**src/rtl/edge_stream_pkg.sv**
```systemverilog
// rtl/edge_stream_pkg.sv - shared sizes, tags, list type, state encoding and word formatters
package edge_stream_pkg;

  localparam int N_ENTRIES = 30;
  localparam int X_W       = 11;
  localparam logic [4:0] N_ENT5 = 5'(N_ENTRIES);

  localparam logic [3:0] TAG_HDR = 4'hA;
  localparam logic [3:0] TAG_ENT = 4'h5;

  typedef logic [N_ENTRIES-1:0][X_W-1:0] edge_list_t;

  typedef enum logic [1:0] {IDLE, SNAP, HEADER, ENTRY} state_t;

  function automatic logic [31:0] hdr_word(input logic [11:0] fid, input logic [4:0] count);
    return {TAG_HDR, fid, 11'd0, count};
  endfunction

  // Gap is forced to 0 on the last entry and saturates when the next x is not larger.
  function automatic logic [31:0] ent_word(input logic [4:0] idx, input logic [X_W-1:0] x,
                                           input logic [X_W-1:0] x_next, input logic is_last);
    logic [X_W-1:0] gap;
    gap = (!is_last && (x_next > x)) ? (x_next - x) : '0;
    return {TAG_ENT, idx, x, 1'b0, gap};
  endfunction

endpackage

```
**src/rtl/edge_list_streamer_if.sv**
```systemverilog
// rtl/edge_list_streamer_if.sv - valid/ready word stream between streamer and host FIFO
interface edge_list_streamer_if;
  logic [31:0] out_data;
  logic        out_valid;
  logic        out_ready;
  logic        out_last;

  modport master (output out_data, output out_valid, output out_last, input out_ready);
  modport slave  (input out_data, input out_valid, input out_last, output out_ready);
endinterface

```
**src/rtl/edge_list_streamer_count_enc.sv**
```systemverilog
// rtl/edge_list_streamer_count_enc.sv - edge_count_enc: first-zero-slot priority encoder
module edge_count_enc
  import edge_stream_pkg::*;
(
  input  edge_list_t  list,
  output logic [4:0]  count
);

  // Scanning from the top down leaves the lowest empty slot as the final winner.
  always_comb begin
    count = N_ENT5;
    for (int i = N_ENTRIES - 1; i >= 0; i--) begin
      if (list[i] == '0) count = 5'(i);
    end
  end

endmodule

```
**src/rtl/edge_list_streamer.sv**
```systemverilog
// rtl/edge_list_streamer.sv - snapshots the edge list on sop and drains header + entries
module edge_list_streamer
  import edge_stream_pkg::*;
#(
  parameter bit EMIT_EMPTY = 1'b1
) (
  input  logic                 clk,
  input  logic                 reset,
  input  logic                 sop,
  input  edge_list_t           measured_list,
  edge_list_streamer_if.master out_if,
  output logic                 busy,
  output logic                 overrun,
  output logic [11:0]          frame_id
);

  state_t      state_q, state_d;
  edge_list_t  snap_q, snap_d;
  logic [4:0]  count_q, count_d;
  logic [4:0]  idx_q, idx_d;
  logic [11:0] fid_q, fid_d;
  logic [11:0] snap_fid_q, snap_fid_d;
  logic        overrun_q, overrun_d;
  logic        valid_q, valid_d;
  logic        last_q, last_d;
  logic [31:0] data_q, data_d;

  logic [4:0]     enc_count;
  logic           hs;
  logic [4:0]     nxt_idx;
  logic [4:0]     idx_after;
  logic           nxt_last;
  logic [X_W-1:0] x_after;

  edge_count_enc u_enc (
    .list  (snap_q),
    .count (enc_count)
  );

  assign hs        = valid_q && out_if.out_ready;
  assign nxt_idx   = idx_q + 5'd1;
  assign idx_after = idx_q + 5'd2;
  assign nxt_last  = (nxt_idx == count_q - 5'd1);
  assign x_after   = (idx_after < N_ENT5) ? snap_q[idx_after] : '0;

  always_comb begin
    state_d    = state_q;
    snap_d     = snap_q;
    count_d    = count_q;
    idx_d      = idx_q;
    fid_d      = fid_q;
    snap_fid_d = snap_fid_q;
    overrun_d  = overrun_q;
    valid_d    = valid_q;
    last_d     = last_q;
    data_d     = data_q;

    if (sop) fid_d = fid_q + 12'd1;
    // Any sop outside IDLE is lost, including one that lands on the final handshake.
    if (sop && state_q != IDLE) overrun_d = 1'b1;

    case (state_q)
      IDLE: begin
        if (sop) begin
          snap_d     = measured_list;
          snap_fid_d = fid_q + 12'd1;
          state_d    = SNAP;
        end
      end
      SNAP: begin
        count_d = enc_count;
        if (enc_count == 5'd0 && !EMIT_EMPTY) begin
          state_d = IDLE;
        end else begin
          state_d = HEADER;
          valid_d = 1'b1;
          last_d  = (enc_count == 5'd0);
          data_d  = hdr_word(snap_fid_q, enc_count);
        end
      end
      HEADER: begin
        if (hs) begin
          if (count_q == 5'd0) begin
            state_d = IDLE;
            valid_d = 1'b0;
            last_d  = 1'b0;
            data_d  = '0;
          end else begin
            state_d = ENTRY;
            idx_d   = 5'd0;
            last_d  = (count_q == 5'd1);
            data_d  = ent_word(5'd0, snap_q[0], snap_q[1], count_q == 5'd1);
          end
        end
      end
      ENTRY: begin
        if (hs) begin
          if (idx_q == count_q - 5'd1) begin
            state_d = IDLE;
            valid_d = 1'b0;
            last_d  = 1'b0;
            data_d  = '0;
          end else begin
            idx_d  = nxt_idx;
            last_d = nxt_last;
            data_d = ent_word(nxt_idx, snap_q[nxt_idx], x_after, nxt_last);
          end
        end
      end
      default: state_d = IDLE;
    endcase
  end

  always_ff @(posedge clk or posedge reset) begin
    if (reset) begin
      state_q    <= IDLE;
      snap_q     <= '0;
      count_q    <= '0;
      idx_q      <= '0;
      fid_q      <= '0;
      snap_fid_q <= '0;
      overrun_q  <= 1'b0;
      valid_q    <= 1'b0;
      last_q     <= 1'b0;
      data_q     <= '0;
    end else begin
      state_q    <= state_d;
      snap_q     <= snap_d;
      count_q    <= count_d;
      idx_q      <= idx_d;
      fid_q      <= fid_d;
      snap_fid_q <= snap_fid_d;
      overrun_q  <= overrun_d;
      valid_q    <= valid_d;
      last_q     <= last_d;
      data_q     <= data_d;
    end
  end

  assign out_if.out_data  = data_q;
  assign out_if.out_valid = valid_q;
  assign out_if.out_last  = last_q;
  assign busy             = (state_q != IDLE);
  assign overrun          = overrun_q;
  assign frame_id         = fid_q;

endmodule

```
**src/flat_wrapper.sv**
```systemverilog
// flat-port wrapper written by rule: the top's interface ports become plain ports
module edge_list_streamer_flat import edge_stream_pkg::*;
#(
  parameter bit EMIT_EMPTY = 1'b1
)
  (clk, reset, sop, measured_list, busy, overrun, frame_id, out_if_out_data, out_if_out_valid, out_if_out_last, out_if_out_ready);
  edge_list_streamer_if out_if_i ();
  input  logic clk;
  input  logic reset;
  input  logic sop;
  input  edge_list_t measured_list;
  output logic busy;
  output logic overrun;
  output logic [11:0] frame_id;
  output wire logic [$bits(out_if_i.out_data)-1:0] out_if_out_data;
  output wire logic [$bits(out_if_i.out_valid)-1:0] out_if_out_valid;
  output wire logic [$bits(out_if_i.out_last)-1:0] out_if_out_last;
  input wire logic [$bits(out_if_i.out_ready)-1:0] out_if_out_ready;
  assign out_if_out_data = out_if_i.out_data;
  assign out_if_out_valid = out_if_i.out_valid;
  assign out_if_out_last = out_if_i.out_last;
  assign out_if_i.out_ready = out_if_out_ready;
  edge_list_streamer #(.EMIT_EMPTY(EMIT_EMPTY)) u_core (.clk(clk), .reset(reset), .sop(sop), .measured_list(measured_list), .out_if(out_if_i), .busy(busy), .overrun(overrun), .frame_id(frame_id));
endmodule
```
**config.mk**
```make
export PLATFORM = sky130hd
export DESIGN_NAME = edge_list_streamer_flat
export DESIGN_NICKNAME = d
export VERILOG_FILES = /design/src/rtl/edge_stream_pkg.sv /design/src/rtl/edge_list_streamer_if.sv /design/src/rtl/edge_list_streamer_count_enc.sv /design/src/rtl/edge_list_streamer.sv /design/src/flat_wrapper.sv
export SDC_FILE = /design/constraint.sdc
export NUM_CORES = 1
export LEC_CHECK = 0
export ABC_CLOCK_PERIOD_IN_PS = 19800
export BUFFER_PORTS_ARGS = -buffer_cell sky130_fd_sc_hd__buf_2
export CAP_MARGIN = 20
export CORE_UTILIZATION = 30
export DETAILED_ROUTE_END_ITERATION = 8
export SLEW_MARGIN = 30
export SYNTH_ARGS = -nofsm -noshare
export SYNTH_HDL_FRONTEND = slang
export SYNTH_SLANG_ARGS = --single-unit
```
**constraint.sdc**
```tcl
create_clock -name clk -period 19.8 [get_ports clk]
set_clock_uncertainty 0.1 [all_clocks]
set_input_delay 0.99 -clock clk [delete_from_list [all_inputs] [get_ports clk]]
set_output_delay 0.99 -clock clk [all_outputs]
set_load 0.01 [all_outputs]
```
== Word-level counts from Yosys, hierarchy flattened ==
Index checks and enable logic that the tools add are counted.

* Flip-flop bits (word level): 401
* Input port bits: 334
* Output and inout port bits: 48
* Logic and storage cells: 173

* Add/sub/neg operators: 6
* Magnitude comparators: 5
* Equal/unequal tests: 13
* Multiplexer cells: 63
* Reductions and logical operators: 47

{| class="wikitable"
|+ Operators by type and width
! operator !! number
|-
| 11-bit logical NOT || 30
|-
| 5-bit 2-to-1 mux || 33
|-
| 11-bit binary-select mux with 5-bit select || 2
|-
| 32-bit one-hot mux with 3 select lines || 1
|-
| 32-bit 2-to-1 mux || 2
|-
| 31-bit 2-to-1 mux || 2
|-
| 11-bit 2-to-1 mux || 5
|-
| 11-bit greater-than comparator || 2
|-
| 11-bit subtractor || 2
|-
| 12-bit by 1-bit adder with 12-bit output, second input constant || 1
|-
| 5-bit by 6-bit < comparator with 1-bit output, second input constant || 2
|-
| 2-bit 2-to-1 mux || 6
|-
| 5-bit equality test || 2
|-
| 5-bit logical NOT || 2
|-
| 5-bit one-hot mux with 2 select lines || 1
|-
| 5-bit AND reduction || 2
|-
| 1-bit 2-to-1 mux || 8
|-
| 2-bit by 1-bit inequality test with 1-bit output, second input constant || 4
|-
| 2-bit one-hot mux with 4 select lines || 1
|-
| 2-bit inequality test, second input constant || 3
|-
| 1-bit one-hot mux with 3 select lines || 2
|-
| 5-bit by 1-bit adder with 5-bit output, second input constant || 1
|-
| 5-bit by 2-bit adder with 5-bit output, second input constant || 1
|-
| 5-bit by 1-bit equality test with 1-bit output, second input constant || 1
|-
| other kinds (12) || 18
|}

== Logic depth before layout (Yosys ltp) ==
Gate-level depths: netlist of run 1.

* Word-level depth: 33
* Gate-level depth with buffers: 21
* Gate-level depth less buffers: 16

== By module ==
A second synthesis of run 1 with hierarchy kept.

* Cells, all modules: 1868
* Area, all modules: 23389.9 µm²

{| class="wikitable"
|+ Modules (own cells, without submodules)
! module !! times used !! cells each !! area each (µm²) !! seq. area each (µm²)
|-
| edge_list_streamer || 1 || 1686 || 22328.9 || 9959.6
|-
| edge_count_enc || 1 || 182 || 1061.0 || 0.0
|}

== Worst setup path before layout of run 1 ==
OpenSTA, ideal clock, no wires.

* Path kind: register to register
* Start: register u_core.idx_q[1]
* End: register u_core.data_q[1] (netlist: u_core.out_if.out_data[1])
* Library setup time: 0.128 ns
* Arrival time: 4.417 ns
* Required time: 19.572 ns
* Slack: 15.155 ns
* Stages on the path, launching flop included: 19
* Buffers on the path: 6
* Period minus slack after synthesis: 4.645 ns
* Path through: dfrtp_1 -> buf_2 -> buf_2 -> buf_2 -> inv_1 -> ha_1 -> clkbuf_1 -> buf_1 -> mux4_2 -> mux2_2 -> ha_1 -> nor2b_1 -> o31ai_1 -> a21oi_1 -> nor4_1 -> nor4_1 -> buf_4 -> a221oi_1 -> nor3_1

* Cells in the longest elaborated chain, start to end: 10
* Elaborated cells on any way between the ends: 18
* Classes of those cells: add/sub: 3; order compare: 2; eq/ne: 2; mux: 9; reduce/logical: 2

{| class="wikitable"
|+ Ends and longest elaborated chain
! item !! line !! source
|-
| from (decl) || edge_list_streamer.sv:20 || <nowiki>logic [4:0] idx_q, idx_d;</nowiki>
|-
| from (signal assigned) || edge_list_streamer.sv:130 || <nowiki>idx_q <= idx_d;</nowiki>
|-
| 5-bit by 2-bit adder with 5-bit output || edge_list_streamer.sv:42 || <nowiki>assign idx_after = idx_q + 5'd2;</nowiki>
|-
| 11-bit binary-select mux with 5-bit select || edge_list_streamer.sv:44 || <nowiki>assign x_after = (idx_after < N_ENT5) ? snap_q[idx_after] : '0;</nowiki>
|-
| 11-bit 2-to-1 mux (not written as such) || edge_list_streamer.sv:44 ||
|-
| 11-bit 2-to-1 mux || edge_list_streamer.sv:44 ||
|-
| 11-bit greater-than comparator || edge_stream_pkg.sv:23 || <nowiki>gap = (!is_last && (x_next > x)) ? (x_next - x) : '0;</nowiki>
|-
| 1-bit logical AND || edge_stream_pkg.sv:23 ||
|-
| 11-bit 2-to-1 mux || edge_stream_pkg.sv:23 ||
|-
| 31-bit 2-to-1 mux * || edge_list_streamer.sv:98 || <nowiki>if (idx_q == count_q - 5'd1) begin</nowiki>
|-
| 32-bit 2-to-1 mux * || edge_list_streamer.sv:97 || <nowiki>if (hs) begin</nowiki>
|-
| 32-bit one-hot mux with 3 select lines * || edge_list_streamer.sv:62 || <nowiki>case (state_q)</nowiki>
|-
| to (signal assigned) || edge_list_streamer.sv:136 || <nowiki>data_q <= data_d;</nowiki>
|-
| to (decl) || edge_list_streamer.sv:26 || <nowiki>logic [31:0] data_q, data_d;</nowiki>
|}

Every way passes the cells marked *; elsewhere a longest branch is shown, timed or not. The select of a mux whose other input is x is not followed.
A chain may end at the register's enable or synchronous reset.

== Final worst setup path of run 1 ==
* Start: register u_core.idx_q[1]
* End: register u_core.data_q[0] (netlist: u_core.out_if.out_data[0])

Same word-level chain as after synthesis.

==> results of run 1 <==
## state kept, by name (all words and copies together), names as in the netlist, 2 cells and up
register	flops
u_core.count_q	5
u_core.frame_id	12
u_core.idx_q	5
u_core.out_if.out_data	29
u_core.snap_fid_q	12
u_core.snap_q	330
u_core.state_q	2
## layout make-up
class,count,area share (%)
antenna,2,0.0182
multi-input combinational,1834,45.0
clock inverter,12,0.715
clock buffer,71,5.11
tap,1030,4.69
sequential,398,36.3
timing repair buffer,404,7.82
inverter,24,0.373
## worst max path at each step
stage | slack [ps] | end | startpoint
2_1_floorplan | 7640 | u_core.count_q[0]$_DFFE_PP0N_ | reset
3_3_place_gp | 13700 | u_core.out_if.out_data[0]$_DFFE_PP0P_ | u_core.idx_q[1]$_DFFE_PP0P_
3_5_place_dp | 13670 | u_core.out_if.out_data[0]$_DFFE_PP0P_ | u_core.idx_q[1]$_DFFE_PP0P_
4_1_cts | 13660 | u_core.out_if.out_data[0]$_DFFE_PP0P_ | u_core.idx_q[1]$_DFFE_PP0P_
5_1_grt | 13260 | u_core.out_if.out_data[4]$_DFFE_PP0P_ | u_core.idx_q[1]$_DFFE_PP0P_
6_report | 13680 | u_core.out_if.out_data[0]$_DFFE_PP0P_ | u_core.idx_q[1]$_DFFE_PP0P_
## where the power goes
part	internal (mW)	switching [mW]	total, mW
clock network	0.530	0.356	0.887
registers	1.17	0.618	1.79
logic	1.26	1.47	2.73
## routing by layer
layer	track usage, %	vias up	wire [µm]
met5	0	-	45
met4	9.23	6	3840
met3	3.82	195	6860
met2	40.6	1041	46000
met1	30.6	10203	37100
li1	-	8998	-
## synth_stat cells (all sizes together), types with 5 or more instances
library cell  number
a211oi             7
nand4              5
a221oi            12
clkbuf           106
xor2              16
nor4              63
nor2              36
nor3              46
a21oi             41
a22o               6
o21a              10
nand2b             8
mux2i             33
nand2           1057
mux4             185
nand3             45
and2               5
inv               23
xnor2             38
a21o              10
o31ai             14
mux2              23
ha                29
and3              22
o21ai             50
buf               46
o22ai             19
dfrtp            398
a22oi             13
o2111ai            5
## cell families after synthesis
logic type	Yosys count	synth area share (%)
and+or+nand+nor	1300	23.0
DFF	398	43.2
muxes	241	20.6
AOI/OAI and AO/OA	206	5.84
buffers and inverters	176	3.28
xor gates and xnor gates	55	2.23
adders and majority gates	31	1.75
other	1	0.0163
## worst max-delay path: stages (launching register included)
cell,delay [ps]
dfrtp_4,630
ha_4,900
buf_4,710
mux4_2,600
mux4_2,520
mux2i_1,320
ha_1,310
nor2b_1,150
o31ai_1,530
a21oi_1,200
nor4_1,300
nor4_1,90
buf_4,200
a211o_1,290
and3_1,140
## metrics by stage
stage	std cells	worst slack, ps	area, µm²	power (mW)	util (%)
global placement	3688	13700	25800	4.46	34.0
detailed placement	3690	13670	25900	4.45	34.1
global route	3773	13260	27500	5.67	36.2
finish	3775	13680	27500	5.40	36.2
floorplan	2408	7640	23000	3.40	-
CTS	3773	13660	27500	5.37	36.2
## cells in the final DEF, fill, tap and decap left out, types with 13 or more instances in the layout
cell	instances
nor3_1	46
o22ai_1	19
nand2_1	1056
nor4_1	63
buf_4	17
a21oi_1	41
mux4_2	185
inv_1	22
xor2_1	13
dfrtp_1	396
buf_2	380
a22oi_1	13
nor2_1	36
and3_1	22
o21ai_0	50
xnor2_1	37
o31ai_1	14
clkbuf_16	46
ha_1	28
clkbuf_8	16
mux2i_1	33
mux2_2	23
nand3_1	44
==> impl_metrics.env, run 1 <==
export IMPL_grt_pass1_vias=19936
export IMPL_finalHoldViolCount=0
export IMPL_cts_resized=0
export IMPL_rows=101
export IMPL_wire_per_inst_um=24.9
export IMPL_via_per_inst=5.42
export IMPL_port_buffer_count=380
export IMPL_yosysSeqAreaShare_pct=43.2
export IMPL_antenna_left=0
export IMPL_grt_overflow_total=0
export IMPL_clock_latency_ps=610
export IMPL_drt_wl_total_um=93900
export IMPL_timing_final_crit_share_pct=30.9
export IMPL_drv_cap=0
export IMPL_synth_nets=2773
export IMPL_nNetsFinal=3073
export IMPL_hold_path_class="flip-flop to flip-flop"
export IMPL_cts_buffer_depth=3
export IMPL_setup_tns_ps=0
export IMPL_post_cts_setup_buffers=0
export IMPL_drtPass1Iterations=5
export IMPL_min_period_ps=6120
export IMPL_min_from="u_core.overrun$_DFFE_PP0P_"
export IMPL_max_freq_mhz=163
export IMPL_cts_buffers=46
export IMPL_ir_worst_vdd_uv=88.2
export IMPL_avgSynthCellArea_um2=9.57
export IMPL_cts_clk_slew_worst_paths_ps=60
export IMPL_synth_top_cells_by_area="dfrtp_1 43%, mux4_2 18%, nand2_1 17%, nor4_1 1.7%, clkbuf_1 1.7%"
export IMPL_clock_sinks=398
export IMPL_synthArstFlopShare_pct=100
export IMPL_holdWs_ps=352
export IMPL_cts_tree="yes"
export IMPL_die_area_um2=77900
export IMPL_grt_usage_pct=24.0
export IMPL_io_pins=382
export IMPL_setup_viol=0
export IMPL_yosys_area_top_type="dfrtp_1"
export IMPL_hpwl_um=73500
export IMPL_ys_seq_elements=398
export IMPL_grt_max_degree=174
export IMPL_worst_pin_slew_ps=962
export IMPL_clockRootBuffer="clkbuf_16"
export IMPL_synth_area_um2=23000
export IMPL_area_growth_pct=19.3
export IMPL_powerDensity_nw_per_um2=197
export IMPL_seq_area_um2=9970
export IMPL_core_um2=75900
export IMPL_hold_depth=1
export IMPL_drv_slew=0
export IMPL_grt_pass1_wl_um=137000
export IMPL_reg2reg_from="u_core.idx_q[1]$_DFFE_PP0P_"
export IMPL_die_height_um=279
export IMPL_drc=0
export IMPL_synth_ff_type="dfrtp_1"
export IMPL_synth_top_area_share_pct=43.2
export IMPL_antenna_found_initial=4
export IMPL_htreeDepth=2
export IMPL_initial_utilization_pct=30.3
export IMPL_yosys_warnings=0
export IMPL_multi_input_area_um2=12400
export IMPL_die_w_um=279
export IMPL_rsz0062_at_grt="false"
export IMPL_r2r_end="u_core.out_if.out_data[0]$_DFFE_PP0P_"
export IMPL_netlist_instances=2408
export IMPL_drive_above_1_share_pct=25.7
export IMPL_holdPathEnd="u_core.overrun$_DFFE_PP0P_"
export IMPL_gp_congestion=0.976
export IMPL_arrival_ps=6510
export IMPL_worstSetupEndpointType="flip-flop"
export IMPL_ctsHoldBuffers=0
export IMPL_critPathMaxFanout=50
export IMPL_status="completed"
export IMPL_worstSetupPathType="flip-flop to flip-flop"
export IMPL_yosysUniqueCellTypes=61
export IMPL_required_ps=20190
export IMPL_timing_slew_headroom_pct=35.8
export IMPL_rrSetupSlack_ps=13680
export IMPL_worst_r2r_path_depth=14
export IMPL_drt_iter0_drc=1961
export IMPL_fillCellCount=7819
export IMPL_vias=20443
export IMPL_start_kind="flip-flop"
export IMPL_synth_edff_count=0
export IMPL_leakagePower_nw=13.2
No activity file was read; power rests on OpenSTA's default activity.
==> inputs of run 2 (changes only) <==
- ABC_CLOCK_PERIOD_IN_PS: 19800 -> 5300
- clock period: 19.8 -> 5.3 ns (I/O delays scaled with it)
==> run 2 against run 1 <==
  * Core utilization rose by 4.6 points
  * Non-clock buffer count up 356
  * Power rose to 3.8 times the previous value
  * First-iteration DRC count is 26% higher
==> impl_metrics.env, run 2 (same netlist as run 1, synthesis figures left out) <==
export IMPL_p_sw_mw=9.12
export IMPL_core_um2=75900
export IMPL_finalHoldViolCount=0
export IMPL_powerDensity_nw_per_um2=658
export IMPL_cp_common_cell="mux4_2"
export IMPL_vias=22161
export IMPL_setup_viol=0
export IMPL_drive_above_1_share_pct=23.6
export IMPL_grt_pass1_vias=21958
export IMPL_holdWs_ps=300
export IMPL_via_per_inst=5.37
export IMPL_largest_reg_flops=330
export IMPL_cts_tree="yes"
export IMPL_wire_per_inst_um=24.2
export IMPL_die_area_um2=77900
export IMPL_worstSetupEndpointType="flip-flop"
export IMPL_combPwrFrac_pct=50.7
export IMPL_hpwl_um=74100
export IMPL_status="completed"
export IMPL_grt_usage_pct=25.4
export IMPL_cts_buffer_depth=3
export IMPL_hold_path_class="primary input to flip-flop"
export IMPL_timing_final_crit_share_pct=92.5
export IMPL_drtPass1Iterations=8
export IMPL_drv_cap=0
export IMPL_pwr_share_clk_pct=15.9
export IMPL_rows=101
export IMPL_setup_tns_ps=0
export IMPL_worst_r2r_path_depth=15
export IMPL_area_growth_pct=34.5
export IMPL_arrival_ps=5240
export IMPL_io_pins=382
export IMPL_seqPwrFrac_pct=33.4
export IMPL_clock_latency_ps=590
export IMPL_htreeDepth=2
export IMPL_rrSetupSlack_ps=400
export IMPL_dp_cells=3713
export IMPL_nNetsFinal=3428
export IMPL_die_w_um=279
export IMPL_top_register="u_core.snap_q"
export IMPL_start_kind="flip-flop"
export IMPL_required_ps=5640
export IMPL_timing_slew_headroom_pct=34.6
export IMPL_p_int_mw=11.3
export IMPL_cp_cell_sequence="ha_4 -> buf_4 -> mux4_2 -> mux4_2 -> mux2_2 -> ha_1 -> inv_1 -> fa_1 -> a21o_1 -> a221oi_1 -> o41ai_1 -> a21oi_1 -> xnor2_1 -> a22oi_1 -> o21ai_0"
export IMPL_worst_pin_slew_ps=977
export IMPL_gp_congestion=0.999
export IMPL_grt_pass1_wl_um=147000
export IMPL_grt_max_degree=160
export IMPL_max_freq_mhz=204
export IMPL_worstSetupPathType="flip-flop to flip-flop"
export IMPL_cts_clk_slew_worst_paths_ps=60
export IMPL_cp_slowest_cell="dfrtp_4"
export IMPL_hold_depth=4
export IMPL_drt_iter0_drc=2477
export IMPL_antenna_found_initial=0
export IMPL_initial_utilization_pct=30.3
export IMPL_drc=0
export IMPL_ir_worst_vdd_uv=364
export IMPL_max_stage_delay_ps=580
export IMPL_die_height_um=279
export IMPL_final_common_cell="nand2_1"
export IMPL_drt_wl_total_um=99900
export IMPL_rsz0062_at_grt="false"
export IMPL_power_total_mw=20.4
export IMPL_critPathMaxFanout=21
export IMPL_antenna_left=0
export IMPL_swShare_pct=44.7
export IMPL_fin_cells=4126
export IMPL_grt_overflow_total=0
export IMPL_cts_buffers=45
export IMPL_clockRootBuffer="clkbuf_16"
export IMPL_post_cts_setup_buffers=0
export IMPL_layout_common_cells="1,056 x nand2_1, 396 x dfrtp_1, 380 x buf_2"
export IMPL_clock_sinks=398
export IMPL_leakagePower_nw=14.7
export IMPL_port_buffer_count=380
export IMPL_drv_slew=0
export IMPL_min_period_ps=4900
## run 2: changes by cell type in the layout (fill, tap and decap cells not counted), sizes merged
cell | previous run | this run
buf | 404 | 428
bufinv | 3 | 2
dlygate4sd3 | 0 | 332
diode | 2 | 1
clkbuf | 71 | 67
clkinvlp | 1 | 3
clkinv | 8 | 7
## run 2: layout make-up
cell class | count | area (µm²)
repair buffers | 760 | 5740
inverters | 24 | 93.8
clock inverters | 12 | 130
diodes | 1 | 2.50
clock buffers | 67 | 1400
multi-input cells | 1834 | 12400
fillers | 7347 | 44900
well taps | 1030 | 1290
flip-flops and latches | 398 | 9970
## run 2: worst max-delay path: cells and delay by family, from the launching register on
kind                       cells  cell delay [ps]
muxes                          3             1410
AOI/OAI and AO/OA              6             1100
adders and majority gates      3              990
DFF                            1              580
buffers and inverters          2              430
xor gates and xnor gates       1              140
## run 2: power by group through the flow
stage                     sequential, mW  clock (mW)  combinational, mW
final                               6.81        3.25               10.3
after global routing                6.85        3.43               11.1
after CTS                           6.70        3.30               10.1
after detailed placement            6.74           0               9.89
after global placement              6.74           0               9.88
after floorplan                     5.40           0               7.31
## run 2: worst paths after layout
| kind | start | end |
|---|---|---|
| min in group asynchronous | reset | u_core.snap_q[63]$_DFFE_PP0P_ |
| worst max-delay path | u_core.idx_q[1]$_DFFE_PP0P_ | u_core.out_if.out_data[10]$_DFFE_PP0P_ |
| max in group asynchronous | reset | u_core.snap_q[195]$_DFFE_PP0P_ |
| worst max register to register | u_core.idx_q[1]$_DFFE_PP0P_ | u_core.out_if.out_data[10]$_DFFE_PP0P_ |
| worst min register to register | u_core.overrun$_DFFE_PP0P_ | u_core.overrun$_DFFE_PP0P_ |
| worst min-delay path | measured_list[176] | u_core.snap_q[176]$_DFFE_PP0P_ |
## run 2: what timing repair did
action | 4_1_cts | 5_1_grt
endpoints found under the hold margin | 368 | 0
resized for setup | 0 | 0
hold buffers | 332 | 0
## run 2: per-stage QoR
step	setup slack, ps	instance area [µm²]	util, %
after detailed placement	480	26100	34.4
final	399	31000	40.8
after CTS	461	31000	40.8
after floorplan	-423	23000	-
after global placement	515	26100	34.4
after global routing	194	31000	40.8
## run 2: layer usage
layer | wire [µm] | global-route usage [%]
met1 | 38300 | 32.1
met4 | 4820 | 11.3
met5 | 0 | 0
met2 | 48400 | 42.5
met3 | 8390 | 4.59
==> inputs of run 3 (changes only) <==
- ABC_AREA: unset -> 1
==> run 3 against run 2 <==
  * Final cell count up 18%
  * Cell area rose by 0.46%
  * Setup slack got worse by 15 ps
  * Synthesized area grew 1.3%
  * Via count up 15%
  * First-iteration DRC count is 18% higher
  * Power rose by 5.6%
  * Hold slack got worse by 220 ps
  * Combinational power grew 17%
  * Register-to-register slack about the same
==> impl_metrics.env, run 3 <==
export IMPL_status="completed"
export IMPL_hold_depth=4
export IMPL_r2r_end="u_core.out_if.out_data[3]$_DFFE_PP0P_"
export IMPL_yosysUniqueCellTypes=55
export IMPL_yosys_warnings=0
export IMPL_netlist_instances=3231
export IMPL_rows=101
export IMPL_grt_pass1_wl_um=150000
export IMPL_required_ps=5650
export IMPL_grt_overflow_total=0
export IMPL_synth_top_family_by_area="compound AO/OA/AOI/OAI gates"
export IMPL_arrival_ps=5270
export IMPL_start_kind="flip-flop"
export IMPL_setup_viol=0
export IMPL_timing_final_crit_share_pct=92.7
export IMPL_io_pins=382
export IMPL_synth_ff_type="dfrtp_1"
export IMPL_layout_common_cells="828 x nand2_1, 561 x o21ai_0, 396 x dfrtp_1"
export IMPL_worstSetupPathType="flip-flop to flip-flop"
export IMPL_drv_cap=0
export IMPL_min_from="out_if_out_ready"
export IMPL_fillCellCount=7797
export IMPL_synthArstFlopShare_pct=100
export IMPL_antenna_found_initial=2
export IMPL_yosysSeqAreaShare_pct=42.7
export IMPL_ir_worst_vdd_uv=433
export IMPL_max_freq_mhz=203
export IMPL_clockRootBuffer="clkbuf_16"
export IMPL_die_height_um=281
export IMPL_drt_wl_total_um=102000
export IMPL_hold_path_class="primary input to flip-flop"
export IMPL_clock_latency_ps=610
export IMPL_grt_max_degree=199
export IMPL_antenna_left=0
export IMPL_worst_pin_slew_ps=935
export IMPL_drc=0
export IMPL_finalHoldViolCount=0
export IMPL_wire_per_inst_um=20.9
export IMPL_drive_above_1_share_pct=15.3
export IMPL_synth_adder_area_share_pct=1.73
export IMPL_largest_reg_flops=330
export IMPL_synth_top_area_share_pct=42.7
export IMPL_cp_common_cell="a21oi_1"
export IMPL_rrSetupSlack_ps=380
export IMPL_grt_usage_pct=25.3
export IMPL_die_area_um2=78900
export IMPL_cp_cell_sequence="inv_2 -> buf_4 -> nor2_1 -> o211ai_1 -> a31oi_1 -> o211ai_1 -> inv_1 -> ha_1 -> a21oi_1 -> o21ai_2 -> a21oi_1 -> o21bai_2 -> a21oi_1 -> o21ai_2 -> a21oi_1 -> o21bai_2 -> a21oi_1 -> o21bai_2 -> nand4_4 -> o22ai_1 -> a31oi_1 -> o21ai_1"
export IMPL_ys_top_cells_by_count="828 x nand2_1, 561 x o21ai_0, 398 x dfrtp_1"
export IMPL_cts_clk_slew_worst_paths_ps=60
export IMPL_synth_xor_area_share_pct=1.35
export IMPL_via_per_inst=5.20
export IMPL_cts_buffer_depth=3
export IMPL_synth_compound_area_share_pct=23.8
export IMPL_reg2reg_from="u_core.idx_q[1]$_DFFE_PP0P_"
export IMPL_yosys_area_top_type="dfrtp_1"
export IMPL_leakagePower_nw=14.3
export IMPL_htreeDepth=2
export IMPL_vias=25430
export IMPL_final_common_cell="nand2_1"
export IMPL_rsz0062_at_grt="false"
export IMPL_drt_iter0_drc=2924
export IMPL_port_buffer_count=380
export IMPL_min_period_ps=4920
export IMPL_core_um2=76500
export IMPL_fin_cells=4887
export IMPL_nNetsFinal=4185
export IMPL_cts_buffers=46
export IMPL_area_growth_pct=33.5
export IMPL_die_w_um=281
export IMPL_powerDensity_nw_per_um2=692
export IMPL_drv_slew=0
export IMPL_yosysMostFrequentCell="nand2_1"
export IMPL_hpwl_um=75100
export IMPL_drtPass1Iterations=8
export IMPL_cts_tree="yes"
export IMPL_worstSetupEndpointType="flip-flop"
export IMPL_top_register="u_core.snap_q"
export IMPL_holdPathEnd="u_core.out_if.out_data[29]$_DFFE_PP0P_"
export IMPL_clock_sinks=398
export IMPL_synthSimpleGateAreaFrac_pct=22.0
export IMPL_timing_slew_headroom_pct=37.7
export IMPL_gp_congestion=0.971
export IMPL_worst_r2r_path_depth=22
export IMPL_ys_seq_elements=398
export IMPL_max_stage_delay_ps=720
export IMPL_synth_mux_area_share_pct=0
export IMPL_utilization_pct=40.7
export IMPL_synth_area_um2=23300
export IMPL_critPathMaxFanout=57
export IMPL_grt_pass1_vias=23711
export IMPL_synth_nets=3596
export IMPL_avgSynthCellArea_um2=7.22
export IMPL_synth_top_cells_by_area="dfrtp_1 43%, nand2_1 13%, o21ai_0 12%, a21oi_1 6.9%, nand3_1 4.2%"
export IMPL_post_cts_setup_buffers=0
export IMPL_dp_cells=4470
export IMPL_synth_edff_count=0
export IMPL_cp_slowest_cell="nor2_1"
export IMPL_initial_utilization_pct=30.5
## run 3: cell types whose count changed in the layout (fill, tap and decap cells not counted), sizes merged, moves of 16 or more
cell | previous run | this run
a21oi | 41 | 322
and3 | 22 | 1
inv | 24 | 275
mux2 | 23 | 0
mux2i | 33 | 0
mux4 | 185 | 0
nand2 | 1057 | 830
nand3 | 45 | 200
nor2 | 36 | 82
nor4 | 63 | 47
o211ai | 2 | 47
o21ai | 50 | 591
xnor2 | 38 | 11
## run 3: worst max-delay path: cells and delay by family, from the launching register on
| family | cells | cell delay [ps] |
|---|---|---|
| adders and majority gates | 1 | 300 |
| and+or+nand+nor | 2 | 860 |
| AOI/OAI and AO/OA | 16 | 2340 |
| buffers and inverters | 3 | 530 |
| DFF | 1 | 620 |
## run 3: layout make-up
| type | count | area [µm²] | area share [%] |
|---|---|---|---|
| well taps | 1030 | 1290 | 4.14 |
| clock inverters | 18 | 239 | 0.767 |
| clock buffers | 66 | 1360 | 4.37 |
| diodes | 1 | 2.50 | 0.00803 |
| flip-flops and latches | 398 | 9960 | 32.0 |
| repair buffers | 768 | 5780 | 18.5 |
| inverters | 278 | 1070 | 3.43 |
| multi-input cells | 2328 | 11400 | 36.8 |
## run 3: worst max-delay path by stage
stage	startpoint	end	slack, ps	cells past startpoint
after global routing	u_core.idx_q[1]$_DFFE_PP0P_	u_core.out_if.out_data[6]$_DFFE_PP0P_	90	24
after detailed placement	u_core.idx_q[1]$_DFFE_PP0P_	u_core.out_if.out_data[3]$_DFFE_PP0P_	560	22
after floorplan	reset	u_core.count_q[0]$_DFFE_PP0N_	-420	1
after CTS	u_core.idx_q[1]$_DFFE_PP0P_	u_core.out_if.out_data[3]$_DFFE_PP0P_	520	22
final	u_core.idx_q[1]$_DFFE_PP0P_	u_core.out_if.out_data[3]$_DFFE_PP0P_	380	22
after global placement	u_core.idx_q[1]$_DFFE_PP0P_	u_core.out_if.out_data[3]$_DFFE_PP0P_	650	22
## run 3: cells by family after synthesis
kind of cell / after synthesis
buffers and inverters: 505
AND/OR/NAND/NOR: 1217
XOR/XNOR: 36
adder cells (fa/ha/maj): 31
other: 1
AO/OA/AOI/OAI: 1043
flip-flops: 398
## run 3: timing repair
action	CTS	global route
endpoints found under the setup margin	0	0
hold buffers	332	0
resized for setup	0	0
hold endpoints to repair	364	0
## run 3: routing by layer
layer / global-route usage, % / part of all wire, %
met1: 36.7 / 46
met2: 38.2 / 43
met3: 3.92 / 7.2
met4: 8.10 / 3.3
met5: 0 / 0.013
## run 3: power by group
group          switching (mW)  internal [mW]
logic                    8.07           4.06
registers                1.53           4.48
clock network            1.37           2.03
total                    11.0           10.6
## run 3: per-stage QoR
step	hold slack (ps)	instance area (µm²)	setup WS [ps]	power (mW)	TNS (ps)
6_report	82.0	31100	384	21.5	0
5_1_grt	134	31100	89.1	23.0	0
4_1_cts	67.0	31100	522	21.3	0
3_5_place_dp	363	26200	561	17.6	0
3_3_place_gp	356	26200	648	17.6	0
2_1_floorplan	282	23300	-423	13.2	-168270
